`config.mk`:
```
export PLATFORM = sky130hd
export DESIGN_NAME = alu_dispatch
export DESIGN_NICKNAME = d
export VERILOG_FILES = /design/src/rtl/alu_pkg.sv /design/src/rtl/alu_dispatch_fifo.sv /design/src/rtl/alu_dispatch.sv
export SDC_FILE = /design/constraint.sdc
export NUM_CORES = 1
export LEC_CHECK = 0
export BUFFER_PORTS_ARGS = -buffer_cell sky130_fd_sc_hd__buf_2
export CAP_MARGIN = 10
export CORE_UTILIZATION = 50
export DETAILED_ROUTE_END_ITERATION = 8
export PLACE_DENSITY_LB_ADDON = 0.3
export RECOVER_POWER = 50
export SETUP_SLACK_MARGIN = 0.1
export SYNTH_ARGS = -nofsm -noshare
export SYNTH_HDL_FRONTEND = slang
export SYNTH_SLANG_ARGS = --single-unit
```
`constraint.sdc`:
```
create_clock -name clk -period 5.56 [get_ports clk]
set_input_delay 1.112 -clock clk [delete_from_list [all_inputs] [get_ports clk]]
set_output_delay 1.112 -clock clk [all_outputs]
set_load 0.005 [all_outputs]
```
`src/rtl/alu_pkg.sv`:
```
// alu_pkg: opcode type and constants shared by alu_bool, alu_dispatch and the bench
package alu_pkg;
    typedef logic [3:0] opcode_t;
    localparam opcode_t OPCODE_XOR = 4'b0100;
    localparam opcode_t OPCODE_NOR = 4'b0101;
endpackage

```
`src/rtl/alu_dispatch_fifo.sv`:
```
// alu_dispatch_fifo: circular request buffer with write/read pointers and occupancy count
module alu_dispatch_fifo
    import alu_pkg::*;
#(
    parameter int WIDTH = 32,
    parameter int TAG_W = 4,
    parameter int DEPTH = 4,
    parameter int PW    = 2 * WIDTH + $bits(opcode_t) + TAG_W
) (
    input  logic                   clk,
    input  logic                   rst,
    input  logic                   push,
    input  logic                   pop,
    input  logic [PW-1:0]          wdata,
    output logic [PW-1:0]          rdata,
    output logic [$clog2(DEPTH):0] count
);
    localparam int AW = $clog2(DEPTH);

    logic [PW-1:0] mem [DEPTH];
    logic [AW-1:0] wr_ptr, rd_ptr;

    // payload storage; pointers alone decide which entries are live, so no reset
    always_ff @(posedge clk)
        if (push) mem[wr_ptr] <= wdata;

    // pointers wrap naturally because DEPTH is a power of two
    always_ff @(posedge clk or posedge rst)
        if (rst) begin
            wr_ptr <= '0;
            rd_ptr <= '0;
            count  <= '0;
        end else begin
            if (push) wr_ptr <= wr_ptr + 1'b1;
            if (pop) rd_ptr <= rd_ptr + 1'b1;
            if (push != pop) count <= push ? count + 1'b1 : count - 1'b1;
        end

    assign rdata = mem[rd_ptr];
endmodule

```
`src/rtl/alu_dispatch.sv`:
```
// alu_dispatch: in-order request FIFO, alu_bool issue stage and registered result handshake (optional ALU_DISPATCH_BYPASS_EN)
module alu_dispatch
    import alu_pkg::*;
#(
    parameter int WIDTH = 32,
    parameter int DEPTH = 4,
    parameter int TAG_W = 4
) (
    input  logic                   clk,
    input  logic                   rst,
    input  logic                   in_valid,
    output logic                   in_ready,
    input  logic [WIDTH-1:0]       in_A,
    input  logic [WIDTH-1:0]       in_B,
    input  logic [3:0]             in_opcode,
    input  logic [TAG_W-1:0]       in_tag,
    output logic [WIDTH-1:0]       alu_A,
    output logic [WIDTH-1:0]       alu_B,
    output logic [3:0]             alu_opcode,
    output logic                   alu_en,
    input  logic [WIDTH-1:0]       alu_result,
    output logic                   out_valid,
    input  logic                   out_ready,
    output logic [WIDTH-1:0]       out_result,
    output logic [TAG_W-1:0]       out_tag,
    output logic [$clog2(DEPTH):0] count
);
    localparam int CW = $clog2(DEPTH) + 1;

    typedef struct packed {
        logic [WIDTH-1:0] a;
        logic [WIDTH-1:0] b;
        opcode_t          opcode;
        logic [TAG_W-1:0] tag;
    } req_t;

    req_t wr_req, head;
    logic push, issue, bypass, fire, room;

    assign wr_req = '{a: in_A, b: in_B, opcode: in_opcode, tag: in_tag};
    assign in_ready = !rst && (count < CW'(DEPTH));
    assign room = !out_valid || out_ready;
    assign issue = (count != '0) && room;
`ifdef ALU_DISPATCH_BYPASS_EN
    assign bypass = (count == '0) && in_valid && in_ready && room;
`else
    assign bypass = 1'b0;
`endif
    assign push = in_valid && in_ready && !bypass;
    assign fire = issue || bypass;

    alu_dispatch_fifo #(
        .WIDTH(WIDTH),
        .TAG_W(TAG_W),
        .DEPTH(DEPTH)
    ) u_fifo (
        .clk  (clk),
        .rst  (rst),
        .push (push),
        .pop  (issue),
        .wdata(wr_req),
        .rdata(head),
        .count(count)
    );

    // ALU sees the bypassed request, else the FIFO head, else idles at zero
    always_comb begin
        alu_en     = fire;
        alu_A      = bypass ? in_A : issue ? head.a : '0;
        alu_B      = bypass ? in_B : issue ? head.b : '0;
        alu_opcode = bypass ? in_opcode : issue ? head.opcode : '0;
    end

    // result register: load on issue, otherwise drop valid once consumed
    always_ff @(posedge clk or posedge rst)
        if (rst) begin
            out_valid  <= 1'b0;
            out_result <= '0;
            out_tag    <= '0;
        end else if (fire) begin
            out_valid  <= 1'b1;
            out_result <= alu_result;
            out_tag    <= bypass ? in_tag : head.tag;
        end else if (out_ready) begin
            out_valid  <= 1'b0;
        end
endmodule
```
==> results.py <==
metrics = {
    "status": {
        "status": "finished with violations",
        "violations": "max-capacitance violations, max-slew violations",
    },
    "synthesis": {
        "yosysTopAreaCell": "edfxtp_1",
        "syn_area_um2": 12700,
        "ys_warn_count": 0,
        "synthesis.nets": 750,
        "yosysSeqAreaShare_pct": 77.0,
        "ys_ff_latch": 332,
        "synth_top_family_by_area": "multiplexers",
        "synth_top_cells_by_area": "edfxtp_1 (68%), mux4_2 (13%), dfrtp_1 (8.7%)",
        "synth.area.mux_share_pct": 13.3,
        "synth_xor_area_share_pct": 0.405,
        "ys_types": 27,
        "synth_compound_area_share_pct": 0.0791,
        "syn_inst": 637,
        "synth_top_cell_area_share_pct": 68.3,
        "synth_area_per_cell_um2": 19.9,
        "synth-simple-area-share_pct": 6.90,
        "yosys.area_share.adder_pct": 0.554,
    },
    "grt": {
        "track_usage_pct": 18.5,
        "grt_pass1_wl_um": 36500,
        "grt-ovfl-total": 0,
        "grt_max_degree": 61,
        "first_global_vias": 6620,
        "antenna_found_initial": 1,
    },
    "pwr": {
        "power_switching_mw": 1.96,
        "p_comb_share_pct": 24.1,
        "ir_drop_uv": 284,
        "p_int_mw": 5.37,
        "switching_share_pct": 26.8,
        "pwr-share-clk_pct": 30.5,
        "total_power_mw": 7.33,
        "power_density_nw_per_um2": 486,
        "leakagePower_nw": 5.50,
        "p_seq_share_pct": 45.4,
    },
    "floorplanning": {
        "start_util_pct": 51.4,
        "dieHeight_um": 161,
        "io_pins": 218,
        "coreArea_um2": 24600,
        "rows": 57,
        "die-area_um2": 25900,
        "die_w_um": 161,
    },
    "routing": {
        "wl_met2_um": 11300,
        "wl_per_cell_um": 19.0,
        "drt_first_pass_iters": 4,
        "vias": 6342,
        "top_layer": "met5",
        "drc": 0,
        "wl_met3_um": 1570,
        "viasPerCell": 5.21,
        "drtIter0Drc": 447,
        "met1_length_um": 9810,
        "drt_wl_total_um": 23200,
        "antenna_left": 0,
    },
    "clock_tree": {
        "cts.sinks": 332,
        "postCtsSetupRepairBufs": 0,
        "cts_max_level": 2,
        "root_buffer": "clkbuf_16",
        "numCtsBuffers": 35,
        "clk_latency_ns": 0.50,
        "cts_buffer_depth": 3,
        "cts_tree": "built",
        "clk_pin_slew_ns": 0.06,
        "ctsHoldBuffers": 0,
        "post_cts_resize_count": 0,
    },
    "worst_setup_path": {
        "cpLargestDelayFamily": "simple AND/OR/NAND/NOR gates",
        "cp.arrival_ns": 4.06,
        "cp-end-kind": "flop",
        "critPathKind": "primary input to flop",
        "max_stage_delay_ns": 1.89,
        "critPathBufInv": 2,
        "cpMaxStageDelayCell": "and3_1",
        "worstPathMaxFanout": 45,
        "rr_worst_depth": 3,
        "reg2reg_from": "u_fifo.count[2]",
        "crit_required_ns": 5.71,
        "timing.rr.end": "u_fifo.mem[2][22]",
        "reg2reg_slack_ns": 1.92,
        "start_kind": "primary input",
        "cp_cell_sequence": "clkbuf_1 -> nor2_1 -> and3_1 -> buf_4",
    },
    "job": {
        "maxCapViolations": 3,
    },
    "sta": {
        "holdWs_ns": 0.466,
        "fin_crit_sh_pct": 70.4,
        "slew_headroom_pct": -63.7,
        "finClkSkew_ns": 0.0126,
        "rsz0062_at_grt": "no",
        "finalSetupTns_ns": 0,
        "setup_viol": 0,
        "period_minus_slack_ns": 3.91,
        "maxSlewViolCount": 121,
        "hold_viol": 0,
        "fmax_mhz": 255,
        "setup_ws_ns": 1.65,
        "tightest_slew_ns": 2.46,
    },
    "placed_design": {
        "dpl.hpwl_um": 13900,
        "place_area_um2": 14100,
        "place_ws_ns": 2.07,
        "gp_congestion": 0.794,
        "dp.cells": 1156,
        "portBuffers": 217,
    },
    "hold_path": {
        "worstHoldPathType": "flop to flop",
        "holdPathStages": 2,
        "worstHoldStart": "out_result[29]",
        "hold_end": "out_result[29]",
    },
    "finish": {
        "mostFrequentLayoutCells": "edfxtp_1 (288), buf_2 (143), nand2_1 (98)",
        "syn2layout_area_growth_pct": 19.1,
        "nets": 982,
        "fin_util_pct": 61.3,
        "final_cells": 1218,
        "diodes": 0,
        "drive_above_1_share_pct": 31.3,
        "design_area_um2": 15100,
        "final_common_cell": "edfxtp_1",
    },
}
## layout make-up
class | instances | area (µm²)
Clock inverter | 16 | 125
Sequential cell | 332 | 9760
Clock buffer | 46 | 1000
Multi-Input combinational cell | 268 | 2690
Fill cell | 1824 | 9530
Timing Repair Buffer | 227 | 1070
Tap cell | 324 | 405
Inverter | 5 | 20.0
## synthesized netlist by cell type
master	number
edfxtp_1	288
nand2_1	98
mux4_2	72
and2_1	69
dfrtp_1	44
clkbuf_1	15
buf_6	7
buf_4	5
and3_1	4
buf_2	4
ha_1	4
inv_1	4
mux2_1	4
xnor2_1	4
nand3_1	2
o21ai_0	2
buf_1	1
fa_1	1
inv_4	1
mux2_4	1
nor2_2	1
nor2b_1	1
nor3_1	1
or2_1	1
or2b_1	1
or4_1	1
xnor2_2	1
## worst register-to-register path, stage by stage, from the launching register on
cell and delay [ns]:
dfrtp_1 0.41, nor2_1 0.33, and3_1 1.89, buf_4 0.66
## routing by layer
layer	vias to the layer above	track usage, %
met1	3167	24.7
met4	2	4.85
met3	45	4.42
met5	-	0
met2	211	30.9
li1	2917	-
## logic make-up (layout without fill, tap and decap cells)
logic type | count (synthesis) | count (layout)
AO/OA/AOI/OAI | 2 | 2
XOR/XNOR | 5 | 5
adder cells (fa/ha/maj) | 5 | 5
buffers and inverters | 37 | 294
flip-flops | 332 | 332
multiplexers | 77 | 77
AND/OR/NAND/NOR | 179 | 179
## power by group through the flow
stage	Combinational (mW)	Clock, mW	Sequential [mW]
floorplan	1.32	0	3.20
global placement	1.80	0	3.38
finish	1.77	2.24	3.33
global route	1.95	2.38	3.37
CTS	1.82	2.29	3.34
detailed placement	1.81	0	3.39
## sequential cells by signal, indices dropped and copies added (netlist names)
name	count
u_fifo.mem	288
out_result	32
out_tag	4
u_fifo.count	3
u_fifo.rd_ptr	2
u_fifo.wr_ptr	2
out_valid	1
## worst max path at each step
stage | start | endpoint | cells past startpoint
3_5_place_dp | out_ready | alu_A[13] | 7
5_1_grt | rst | u_fifo.mem[2][8] | 4
6_report | rst | u_fifo.mem[2][22] | 4
4_1_cts | u_fifo.rd_ptr[0] | alu_B[19] | 4
2_1_floorplan | rst | u_fifo.mem[0][0] | 2
3_3_place_gp | out_ready | alu_A[13] | 7
Power figures use the tool's default switching activity.
